`config.mk`:
```
export PLATFORM = sky130hd
export DESIGN_NAME = prf_wb_arbiter
export DESIGN_NICKNAME = d
export VERILOG_FILES = /design/src/rtl/sys_defs.sv /design/src/rtl/rr_arbiter.sv /design/src/rtl/prf_wb_arbiter.sv
export SDC_FILE = /design/constraint.sdc
export NUM_CORES = 1
export LEC_CHECK = 0
export CAP_MARGIN = 20
export CELL_PAD_IN_SITES_DETAIL_PLACEMENT = 1
export CELL_PAD_IN_SITES_GLOBAL_PLACEMENT = 2
export CORE_ASPECT_RATIO = 1.25
export CORE_MARGIN = 10
export CORE_UTILIZATION = 35
export CTS_BUF_LIST = sky130_fd_sc_hd__clkbuf_8
export DETAILED_ROUTE_END_ITERATION = 16
export GPL_TIMING_DRIVEN = 0
export HOLD_SLACK_MARGIN = 0.03
export PLACE_DENSITY = 0.93
export SYNTH_ARGS = -nofsm -noshare
export SYNTH_HDL_FRONTEND = slang
export SYNTH_SLANG_ARGS = --single-unit
export TNS_END_PERCENT = 10
```
`constraint.sdc`:
```
create_clock -name clock -period 5.34 [get_ports clock]
set_input_delay 0.801 -clock clock [delete_from_list [all_inputs] [get_ports clock]]
set_output_delay 0.801 -clock clock [all_outputs]
set_load 0.1 [all_outputs]
```
`src/rtl/sys_defs.sv`:
```
// Shared writeback definitions: register file geometry, request/write-port packets
// and a small index helper used by the writeback arbiter.
package sys_defs;

  localparam int PHYS_REG_SZ = 64;
  localparam int XLEN        = 32;
  localparam int TAG_W       = $clog2(PHYS_REG_SZ);

  typedef struct packed {
    logic             valid;
    logic [TAG_W-1:0] tag;
    logic [XLEN-1:0]  data;
  } WB_REQ_PACKET;

  // Field-for-field match with the register file write port.
  typedef struct packed {
    logic             write_en;
    logic [TAG_W-1:0] write_tag;
    logic [XLEN-1:0]  write_data;
  } WB_PRF_PACKET;

  function automatic int unsigned wrap_inc(input int unsigned idx, input int unsigned n);
    return (idx + 1 == n) ? 0 : idx + 1;
  endfunction

endpackage

```
`src/rtl/rr_arbiter.sv`:
```
// Combinational round-robin arbiter: the first set request at or after ptr
// (wrapping) wins; produces a one-hot grant plus its index.
module rr_arbiter #(
  parameter int NUM_REQ = 4,
  localparam int IDX_W = $clog2(NUM_REQ)
) (
  input  logic [NUM_REQ-1:0] req,
  input  logic [IDX_W-1:0]   ptr,
  output logic [NUM_REQ-1:0] grant,
  output logic [IDX_W-1:0]   grant_idx,
  output logic               any
);

  logic [IDX_W-1:0] cand;

  always_comb begin
    grant     = '0;
    grant_idx = '0;
    any       = 1'b0;
    cand      = '0;
    for (int k = 0; k < NUM_REQ; k++) begin
      cand = IDX_W'((32'(ptr) + 32'(k)) % 32'(NUM_REQ));
      if (!any && req[cand]) begin
        grant[cand] = 1'b1;
        grant_idx   = cand;
        any         = 1'b1;
      end
    end
  end

endmodule

```
`src/rtl/prf_wb_arbiter.sv`:
```
// Register file writeback arbiter: one holding slot per functional unit, drained
// round-robin into a registered write packet. Build option PRF_WB_ARB_REQ0_PRIORITY_EN
// gives requester 0 (load unit) absolute priority over the others.
module prf_wb_arbiter #(
  parameter int NUM_REQ     = 4,
  parameter int PHYS_REG_SZ = sys_defs::PHYS_REG_SZ,
  parameter int XLEN        = sys_defs::XLEN,
  parameter int TAG_W       = $clog2(PHYS_REG_SZ)
) (
  input  logic                             clock,
  input  logic                             reset,
  input  logic                             squash,
  input  logic [NUM_REQ-1:0]               req_valid,
  input  logic [NUM_REQ-1:0][TAG_W-1:0]    req_tag,
  input  logic [NUM_REQ-1:0][XLEN-1:0]     req_data,
  output logic [NUM_REQ-1:0]               req_ready,
  output logic                             wb_valid,
  output logic [TAG_W-1:0]                 wb_tag,
  output logic [XLEN-1:0]                  wb_data,
  output logic                             busy
);

  import sys_defs::*;

  localparam int IDX_W = $clog2(NUM_REQ);

  logic [NUM_REQ-1:0] occ;
  logic [TAG_W-1:0]   slot_tag_p0  [NUM_REQ];
  logic [XLEN-1:0]    slot_data_p0 [NUM_REQ];
  logic [IDX_W-1:0]   rr_ptr;

  logic [NUM_REQ-1:0] arb_req, arb_grant, grant, accept;
  logic [IDX_W-1:0]   arb_idx, grant_idx;
  logic               arb_any, grant_any, adv_ptr;

  logic               vld_p1;
  logic [TAG_W-1:0]   wb_tag_p1;
  logic [XLEN-1:0]    wb_data_p1;

  rr_arbiter #(.NUM_REQ(NUM_REQ)) u_rr (
    .req       (arb_req),
    .ptr       (rr_ptr),
    .grant     (arb_grant),
    .grant_idx (arb_idx),
    .any       (arb_any)
  );

`ifdef PRF_WB_ARB_REQ0_PRIORITY_EN
  // Requester 0 pre-empts the rotation, which then runs only over 1..NUM_REQ-1.
  assign arb_req = occ & ~NUM_REQ'(1);

  always_comb begin
    grant     = arb_grant;
    grant_idx = arb_idx;
    grant_any = arb_any;
    adv_ptr   = arb_any;
    if (occ[0]) begin
      grant     = NUM_REQ'(1);
      grant_idx = '0;
      grant_any = 1'b1;
      adv_ptr   = 1'b0;
    end
  end
`else
  assign arb_req   = occ;
  assign grant     = arb_grant;
  assign grant_idx = arb_idx;
  assign grant_any = arb_any;
  assign adv_ptr   = arb_any;
`endif

  // A slot being drained this cycle can take a new result at the same edge.
  assign req_ready = (reset || squash) ? '0 : (~occ | grant);
  assign accept    = req_valid & req_ready;
  assign busy      = |occ;

  // Stage p0: holding slots
  always_ff @(posedge clock) begin
    for (int i = 0; i < NUM_REQ; i++) begin
      if (accept[i]) begin
        slot_tag_p0[i]  <= req_tag[i];
        slot_data_p0[i] <= req_data[i];
      end
    end
  end

  // Stage p1: write packet register
  always_ff @(posedge clock) begin
    if (reset) begin
      occ        <= '0;
      rr_ptr     <= '0;
      vld_p1     <= 1'b0;
      wb_tag_p1  <= '0;
      wb_data_p1 <= '0;
    end else if (squash) begin
      occ    <= '0;
      vld_p1 <= 1'b0;
    end else begin
      occ    <= (occ & ~grant) | accept;
      vld_p1 <= grant_any;
      if (grant_any) begin
        wb_tag_p1  <= slot_tag_p0[grant_idx];
        wb_data_p1 <= slot_data_p0[grant_idx];
      end
      if (adv_ptr) rr_ptr <= IDX_W'(wrap_inc(32'(grant_idx), NUM_REQ));
    end
  end

  assign wb_valid = vld_p1;
  assign wb_tag   = wb_tag_p1;
  assign wb_data  = wb_data_p1;

endmodule

```
==> results of run 1 <==
==> routing by layer <==
layer  vias to the layer above  routed length [um]
met5                         -                   0
met4                         0                 408
met3                        25                1110
met2                       148               12700
met1                      2469                8610
li1                       2241                   -
==> flip-flops by register name (all words and copies together) (netlist names) <==
name	cells
slot_data_p0	128
wb_data	32
slot_tag_p0	24
wb_tag	6
arb_req	4
rr_ptr	2
wb_valid	1
==> layout make-up <==
class                      instances  area, um2
clock buffer                      17        234
clock inverter                    15        141
sequential                       197       5470
tap                              279        349
fill                            2124      11100
timing repair buffer             206       2090
multi-input combinational        228       1920
buffer                            28        235
inverter                          10       37.5
==> cell families (layout without fill, tap and decap cells) <==
logic type	after synthesis	in the layout	synth area share, %
xor gates and xnor gates	3	3	0.344
DFF	197	197	71.5
and+or+nand+nor	39	39	2.94
buffers and inverters	38	276	3.57
muxes	82	82	11.2
adders and majority gates	6	6	0.981
AOI/OAI and AO/OA	98	98	9.47
==> worst reg2reg max path, stage by stage, from the launching register on <==
cell	delay [ns]
dfxtp_1	0.57
buf_2	0.31
inv_1	0.17
ha_1	0.31
clkbuf_1	0.31
mux4_2	0.45
nor3b_1	0.44
a222oi_1	0.15
o211a_1	0.19
nor2_1	0.14
and2_2	0.55
buf_12	0.27
==> power groups by stage <==
stage               Sequential, uW  Combinational [uW]  Clock, uW
floorplan                     1990                 299          0
global placement              1790                 761          0
detailed placement            1790                 787          0
CTS                           1750                 787        937
global route                  1760                 817        993
finish                        1750                 776        910
==> worst min path at each step <==
| stage | start | end | slack [ns] | cells past startpoint |
|---|---|---|---|---|
| final | wb_data[9]$_SDFFE_PP0P_ | wb_data[9]$_SDFFE_PP0P_ | 0.46 | 1 |
| after global routing | wb_data[9]$_SDFFE_PP0P_ | wb_data[9]$_SDFFE_PP0P_ | 0.49 | 1 |
| after CTS | wb_data[21]$_SDFFE_PP0P_ | wb_data[21]$_SDFFE_PP0P_ | 0.46 | 1 |
| after detailed placement | wb_data[21]$_SDFFE_PP0P_ | wb_data[21]$_SDFFE_PP0P_ | 0.44 | 1 |
| after global placement | wb_data[26]$_SDFFE_PP0P_ | wb_data[26]$_SDFFE_PP0P_ | 0.44 | 1 |
| after floorplan | slot_tag_p0[2][2]$_DFFE_PP_ | wb_tag[2]$_SDFFE_PP0P_ | 0.57 | 3 |
==> per-stage QoR <==
step | instances | cell area, um2 | hold WS [ns] | setup slack, ns | power, uW
3_3_place_gp | 944 | 10000 | 0.437 | 0.449 | 2550
5_1_grt | 980 | 10500 | 0.490 | 0.00173 | 3570
3_5_place_dp | 948 | 10100 | 0.440 | 0.417 | 2570
2_1_floorplan | 463 | 7650 | 0.567 | 0.181 | 2290
4_1_cts | 980 | 10500 | 0.465 | 0.168 | 3480
6_report | 980 | 10500 | 0.462 | 0.175 | 3440
==> placed cells by master (no fill, tap or decap), types with 2 or more instances in the layout <==
master / instances
mux4_2: 3
and3b_1: 2
clkbuf_2: 2
buf_4: 3
a222oi_1: 3
clkbuf_8: 17
a211oi_1: 2
buf_12: 8
o22ai_1: 38
clkbuf_1: 8
ha_1: 6
and2_1: 3
xnor2_1: 3
o211a_1: 2
a21o_1: 38
mux2i_1: 78
and2_2: 2
clkinvlp_4: 3
clkinv_8: 2
nand2b_1: 2
edfxtp_1: 152
buf_6: 6
nor3b_1: 3
a21oi_1: 6
inv_8: 3
inv_1: 11
dlygate4sd2_1: 2
dfxtp_1: 45
nor2_1: 13
nor3_1: 2
inv_6: 5
and3_2: 2
clkdlybuf4s50_1: 198
o41ai_4: 2
o211ai_1: 3
nand2_1: 3
buf_2: 7
==> impl_metrics.csv, run 1 <==
group,metric,value,unit
critical_path,critPathLaunchType,"register",
timing,period_needed,5.17,ns
synth,yosysUniqueCellTypes,40,
global_routing,grtUsageMet2,30.3,%
synth,synthesis.area,7650,um2
layout,fin_util,48.6,%
timing,finalSetupViolations,0,
floorplanning,die_w,152,um
timing,drv_slew,0,
clock_tree,cts_buffers,17,
layout,drive_gt1_share,9.99,%
layout,syn2layout_area_growth,36.9,%
min_path,hold_path.class,"reg2reg",
run_status,status,"finished clean",
clock_tree,cts-root-buf,"clkbuf_8",
place,place_congestion,0.785,
critical_path,r2r_start,"rr_ptr[0]$_SDFFE_PP0P_",
clock_tree,htree_levels,4,
critical_path,critPathMaxFanout,10,
clock_tree,clkSinkCount,197,
synth,yosysSeqAreaShare,71.5,%
critical_path,critPathKind,"reg2out",
clock_tree,cts_resized,4,
clock_tree,post_cts_buffers,0,
drt,ant_nets,0,
power_and_ir_drop,p_comb_share,22.6,%
critical_path,slowest_stage,"dlygate4sd2_1",
critical_path,critPathTopFamily,"buffers and inverters",
floorplanning,io_pins,203,
timing,hold_violations,0,
synth,avgSynthCellArea,16.5,um2
drt,wl_per_cell,23.2,um
place,port_buffers,202,
critical_path,crit_chain,"buf_2, inv_1, ha_1, clkbuf_1, mux4_2, nor3b_1, a222oi_1, o211a_1, nor2_1, dlygate4sd2_1",
layout,final_net_count,853,
synth,ys_seq_elements,197,
drt,drtPass1Iterations,5,
clock_tree,insertion_delay,0.45,ns
power_and_ir_drop,swShare,30.9,%
global_routing,grt_max_degree,25,
floorplanning,coreArea,21500,um2
timing,max_freq,194,MHz
global_routing,antenna_found_initial,0,
timing,relSlewSlack,30.1,%
drt,vias_per_cell,4.98,
clock_tree,cts_tree,"built",
critical_path,endpoint,"req_ready[3]",
synth,synth-edff-count,152,
timing,fin_worst_skew,0.0131,ns
global_routing,busiest_layer,"met2",
global_routing,globalRouteMet1Util,16.1,%
power_and_ir_drop,peakVddDrop,0.177,mV
critical_path,crit_arrival,4.36,ns
drt,drt_iter0_markers,268,
synth,ys.flop_type,"edfxtp_1",
synth,async_reset_ff_share,0,%
critical_path,crit_path_end_kind,"output pin",
power_and_ir_drop,switchingPower,1060,uW
place,hpwlAfterDp,17.3,mm
critical_path,cp-startpoint,"rr_ptr[0]$_SDFFE_PP0P_",
synth,synth_top_area_cell,"edfxtp_1",
critical_path,r2r-end,"slot_tag_p0[3][3]$_DFFE_PP_",
timing,tightest_slew,1.05,ns
synth,ys_top_cells_by_area,"edfxtp_1, dfxtp_1, mux2i_1",
clock_tree,cts.reportedPaths.clkPinSlew,0.10,ns
drt,vias,4883,
global_routing,grt_overflow_total,0,
power_and_ir_drop,leakagePower,0.00394,uW
drt,drt-total-wl,22.8,mm
global_routing,first_global_vias,5759,
power_and_ir_drop,p_int,2370,uW
synth,yosysWarnings,0,
synth,syn_inst,463,
floorplanning,rows,60,
power_and_ir_drop,clock_power_share,26.5,%
power_and_ir_drop,seq_power_share,51.0,%
synth,post-synth-top-count-cell,"edfxtp_1",
clock_tree,cts_buffer_depth,2,
synth,ys_top_cells_by_count,"edfxtp_1, mux2i_1, dfxtp_1",
global_routing,met3_usage,4.22,%
timing,period_share,96.7,%
floorplanning,die_area,28200,um2
critical_path,r2r_cells,11,
layout,n_antenna_cell,0,
timing,setup_tns,0,ns
synth,yosys.area.top_type_share,59.7,%
critical_path,worstPathBufferInverterCount,4,
floorplanning,die_h,185,um
clock_tree,cts_hold_buf,0,
floorplanning,initial_utilization,35.5,%
critical_path,cp.required,4.54,ns
critical_path,worst-path-stages,10,
synth,syn-num-nets,628,
drt,post-route-drc-count,0,
timing,rsz0062_at_grt,"false",
run,cap_violations,0,
global_routing,gr-usage-all-layers,15.6,%
critical_path,max_stage_delay,0.88,ns
global_routing,grt_pass1_wl,33.7,mm
critical_path,reg2reg_slack,1.17,ns
power_and_ir_drop,p_per_area,328,nW/um2
Power figures use the tool's default switching activity.
==> inputs of run 2 (changes only) <==
- clock period: 5.34 -> 5.6 ns (I/O delays scaled with it)
==> run 2 against run 1 <==
Register-to-register slack improved by 0.26 ns. Core utilization up 0.10 points. Non-clock buffer count stayed put. Sequential power down 5%. Clock power down 4.7%. Flip-flop and latch count did not move. First-iteration DRC count did not move. Total power fell by 4.6%. Final cell count did not move. Worst setup slack gained 0.33 ns.
==> impl_metrics.csv, run 2 (synthesized netlist as in run 1, its figures left out) <==
group,metric,value,unit
place,dp_slack,0.638,ns
floorplanning,die_h,185,um
timing,rsz0062_at_grt,"false",
clock_tree,cts-root-buf,"clkbuf_8",
layout,final_cell_mix,"clkdlybuf4s50_1, edfxtp_1, mux2i_1",
power_and_ir_drop,p_per_area,313,nW/um2
critical_path,r2r-end,"slot_tag_p0[3][3]$_DFFE_PP_",
critical_path,critPathLaunchType,"register",
critical_path,crit_path_end_kind,"output pin",
critical_path,cp.required,4.76,ns
clock_tree,cts_tree,"built",
floorplanning,rows,60,
power_and_ir_drop,peakVddDrop,0.169,mV
drt,drt-total-wl,22.8,mm
layout,fillers,2120,
critical_path,r2r_cells,11,
global_routing,grt_pass1_wl,33.7,mm
timing,hold_ws,0.462,ns
drt,drtPass1Iterations,5,
global_routing,antenna_found_initial,0,
layout,top_register,"slot_data_p0",
clock_tree,htree_levels,4,
layout,final_cells,980,
min_path,hold_path.class,"reg2reg",
drt,drt_iter0_markers,268,
critical_path,reg2reg_slack,1.43,ns
timing,relSlewSlack,30.1,%
critical_path,r2r_start,"rr_ptr[0]$_SDFFE_PP0P_",
layout,syn2layout_area_growth,37.2,%
timing,hold_violations,0,
floorplanning,die_w,152,um
drt,post-route-drc-count,0,
layout,final_common_cell,"clkdlybuf4s50_1",
critical_path,critPathMaxFanout,10,
drt,wl_per_cell,23.2,um
floorplanning,initial_utilization,35.5,%
place,port_buffers,202,
place,hpwlAfterDp,17.3,mm
layout,final_net_count,853,
timing,max_freq,196,MHz
clock_tree,clkSinkCount,197,
timing,period_share,91.0,%
drt,vias,4882,
layout,drive_gt1_share,9.70,%
timing,finalSetupViolations,0,
critical_path,critPathKind,"reg2out",
critical_path,max_stage_delay,0.77,ns
clock_tree,cts.reportedPaths.clkPinSlew,0.10,ns
run,cap_violations,0,
clock_tree,insertion_delay,0.45,ns
layout,n_antenna_cell,0,
floorplanning,io_pins,203,
global_routing,grt_overflow_total,0,
clock_tree,cts_buffers,17,
place,place_congestion,0.785,
floorplanning,coreArea,21500,um2
global_routing,grt_max_degree,25,
timing,fin_worst_skew,0.0131,ns
timing,tightest_slew,1.05,ns
timing,setup_tns,0,ns
run_status,status,"finished clean",
min_path,min_to,"wb_data[9]$_SDFFE_PP0P_",
min_path,min_path_cells,1,
clock_tree,cts_buffer_depth,2,
timing,setup_slack,0.504,ns
critical_path,crit_arrival,4.26,ns
timing,drv_slew,0,
min_path,hp-start,"wb_data[9]$_SDFFE_PP0P_",
floorplanning,die_area,28200,um2
layout,largest_reg_flops,128,
global_routing,first_global_vias,5759,
drt,ant_nets,0,
timing,period_needed,5.10,ns
global_routing,gr-usage-all-layers,15.6,%
clock_tree,cts_hold_buf,0,
critical_path,slowest_stage,"dlymetal6s2s_1",
place,place_inst,948,
critical_path,crit_chain,"buf_2, inv_1, ha_1, clkbuf_1, mux4_2, nor3b_1, a222oi_1, o211a_1, nor2_1, dlymetal6s2s_1",
drt,vias_per_cell,4.98,
power_and_ir_drop,leakagePower,0.00399,uW
-- run 2: cell types whose count changed in the layout (fill, tap and decap cells not counted) --
cell            change
dlymetal6s2s_1      +4
clkbuf_2            -2
dlygate4sd2_1       -2
-- run 2: area by class of cell --
type                            instances  area (um2)  share of cell area (%)
Clock buffer                           17         234                    2.23
Timing Repair Buffer                  206        2110                    20.1
Inverter                               10        37.5                   0.358
Tap cell                              279         349                    3.33
Multi-Input combinational cell        228        1920                    18.3
Buffer                                 28         235                    2.24
Sequential cell                       197        5470                    52.1
Clock inverter                         15         141                    1.35
-- run 2: worst max-delay path by stage --
stage          slack (ns)                       endpoint              startpoint  cells after the start
2_1_floorplan        0.44   slot_data_p0[3][0]$_DFFE_PP_  rr_ptr[0]$_SDFFE_PP0P_                     10
3_3_place_gp         0.71  slot_data_p0[3][19]$_DFFE_PP_  rr_ptr[0]$_SDFFE_PP0P_                     10
3_5_place_dp         0.64                   req_ready[3]  rr_ptr[0]$_SDFFE_PP0P_                     10
4_1_cts              0.10                   req_ready[3]  rr_ptr[0]$_SDFFE_PP0P_                     10
5_1_grt              0.30                   req_ready[0]  rr_ptr[0]$_SDFFE_PP0P_                     10
6_report             0.50                   req_ready[3]  rr_ptr[0]$_SDFFE_PP0P_                     10
-- run 2: timing repair --
action | CTS | global route
hold endpoints to repair | 0 | 0
buffers inserted | 0 | 0
setup endpoints to repair | 0 | 4
gates resized for setup | 0 | 4
-- run 2: worst max-delay path: cells and delay by family, from the launching register on --
| family | cells | cell delay (ns) |
|---|---|---|
| buffers and inverters | 4 | 1.56 |
| and+or+nand+nor | 2 | 0.58 |
| DFF | 1 | 0.57 |
| muxes | 1 | 0.45 |
| AOI/OAI and AO/OA | 2 | 0.34 |
| adders and majority gates | 1 | 0.31 |
-- run 2: per-stage QoR --
| step | util (%) | power, uW | area (um2) |
|---|---|---|---|
| floorplan | - | 2180 | 7650 |
| global placement | 46.5 | 2430 | 10000 |
| detailed placement | 46.9 | 2450 | 10100 |
| CTS | 48.6 | 3320 | 10500 |
| global route | 48.7 | 3410 | 10500 |
| finish | 48.7 | 3280 | 10500 |
-- run 2: where the power goes --
group          internal [uW]  leakage [uW]  switching [uW]  total [uW]
clock                    328      0.000186             539         867
sequential              1640       0.00176            30.4        1670
combinational            297       0.00204             444         741
total                   2270       0.00399            1010        3280
-- run 2: metal layers --
metal	vias to the layer above	wire length (um)	track usage, %
li1	2240	-	-
met1	2469	8620	16.1
met2	148	12700	30.3
met3	25	1100	4.22
met4	0	408	4.13
met5	-	0	0
==> inputs of run 3 (changes only) <==
- GPL_TIMING_DRIVEN: 0 -> default
==> run 3 against run 2 <==
First-iteration DRC count is 8.2% lower. Largest cell class unchanged. Cell area is 1.6% lower. Worst setup slack gained 0.48 ns. Largest power group unchanged.
==> impl_metrics.csv, run 3 (synthesized netlist as in run 1, its figures left out) <==
group,metric,value,unit
power_and_ir_drop,peakVddDrop,0.194,mV
layout,fillers,2073,
layout,top_register,"slot_data_p0",
critical_path,crit_chain,"inv_1, ha_1, mux4_2, nor3b_1, a222oi_1, o211ai_1, and2_1, buf_4",
timing,setup_tns,0,ns
run_status,status,"finished clean",
timing,hold_violations,0,
critical_path,crit_arrival,3.77,ns
critical_path,critPathLaunchType,"register",
power_and_ir_drop,p_per_area,317,nW/um2
layout,regArea,5470,um2
min_path,hold_path.class,"reg2reg",
clock_tree,htree_levels,4,
floorplanning,die_area,28200,um2
critical_path,critPathKind,"reg2out",
clock_tree,cts_tree,"built",
timing,max_freq,217,MHz
critical_path,crit_path_end_kind,"output pin",
place,place_congestion,0.848,
timing,tightest_slew,1.08,ns
layout,syn2layout_area_growth,34.9,%
clock_tree,cts.reportedPaths.clkPinSlew,0.11,ns
clock_tree,cts-root-buf,"clkbuf_8",
drt,vias,4763,
global_routing,grt_overflow_total,0,
critical_path,r2r_start,"rr_ptr[0]$_SDFFE_PP0P_",
critical_path,slowest_stage,"dfxtp_1",
critical_path,critPathMaxFanout,17,
clock_tree,cts_resized,0,
clock_tree,insertion_delay,0.46,ns
floorplanning,initial_utilization,35.5,%
timing,rsz0062_at_grt,"false",
layout,n_antenna_cell,0,
timing,finalSetupViolations,0,
floorplanning,die_w,152,um
drt,drt-total-wl,21.5,mm
layout,final_net_count,827,
global_routing,first_global_vias,5605,
drt,wl_per_cell,22.5,um
timing,drv_slew,0,
clock_tree,post_cts_buffers,0,
layout,drive_gt1_share,8.59,%
power_and_ir_drop,leakagePower,0.00386,uW
place,hpwlAfterDp,15.4,mm
clock_tree,clkSinkCount,197,
clock_tree,cts_buffers,17,
place,port_buffers,202,
timing,relSlewSlack,28.3,%
layout,largest_reg_flops,128,
global_routing,gr-usage-all-layers,14.7,%
timing,period_needed,4.61,ns
power_and_ir_drop,report.power.total,3270,uW
clock_tree,cts_hold_buf,0,
clock_tree,cts_buffer_depth,2,
critical_path,worstPathBufferInverterCount,2,
global_routing,antenna_found_initial,0,
run,cap_violations,0,
drt,post-route-drc-count,0,
global_routing,grt_pass1_wl,32.0,mm
drt,drtPass1Iterations,4,
floorplanning,rows,60,
floorplanning,coreArea,21500,um2
layout,multiInputGateArea,1930,um2
min_path,hp-start,"wb_tag[0]$_SDFFE_PP0P_",
timing,fin_worst_skew,0.0175,ns
floorplanning,io_pins,203,
layout,final_cell_mix,"clkdlybuf4s50_1, edfxtp_1, mux2i_1",
critical_path,max_stage_delay,0.80,ns
layout,final_common_cell,"clkdlybuf4s50_1",
drt,vias_per_cell,4.99,
timing,period_share,82.4,%
critical_path,cp-startpoint,"rr_ptr[0]$_SDFFE_PP0P_",
drt,ant_nets,0,
drt,drt_iter0_markers,246,
critical_path,critPathTopFamily,"flip-flops",
critical_path,cp.required,4.76,ns
global_routing,grt_max_degree,39,
floorplanning,die_h,185,um
-- run 3: cell count changes in the layout (fill, tap and decap cells not counted), moves of 2 or more --
cell / change
clkbuf_1: -8
buf_12: -7
buf_2: -7
buf_6: -6
clkinv_4: +4
dlymetal6s2s_1: -4
buf_16: +3
buf_4: +3
clkinv_8: +3
inv_6: -3
clkinvlp_4: -2
-- run 3: area by class of cell --
class | instances | area share, %
clock inverter | 14 | 1.59
tap | 279 | 3.38
clock buffer | 18 | 2.40
timing repair buffer | 208 | 20.6
multi-input combinational | 228 | 18.7
sequential | 197 | 53.0
inverter | 10 | 0.364
-- run 3: power breakdown --
group	leakage, uW	internal [uW]	switching [uW]
Combinational	0.00189	270	422
Sequential	0.00176	1640	38.0
Clock	0.000202	349	553
-- run 3: metal layers --
metal / up-vias / part of all wire (%) / global-route usage (%)
met2: 142 / 56 / 28.0
met5: - / 0 / 0
met4: 0 / 2.4 / 6.25
met3: 34 / 4.8 / 4.25
li1: 2192 / - / -
met1: 2395 / 37 / 14.4
-- run 3: path summary, 6_finish.rpt --
path                                  endpoint  slack [ns]  depth (start not counted)
setup reg to reg  slot_data_p0[1][4]$_DFFE_PP_        1.36                          8
hold reg to reg         wb_tag[0]$_SDFFE_PP0P_        0.46                          1
setup / recovery                  req_ready[2]        0.99                          8
hold / removal          wb_tag[0]$_SDFFE_PP0P_        0.46                          1
-- run 3: metrics by stage --
step	setup slack (ns)	util [%]	instance area (um2)	instances	hold WS, ns
4_1_cts	0.999	47.4	10200	950	0.469
2_1_floorplan	0.441	-	7650	463	0.567
3_5_place_dp	1.37	45.5	9810	918	0.442
3_3_place_gp	1.72	45.5	9810	918	0.435
5_1_grt	0.702	47.9	10300	954	0.481
6_report	0.986	47.9	10300	954	0.463
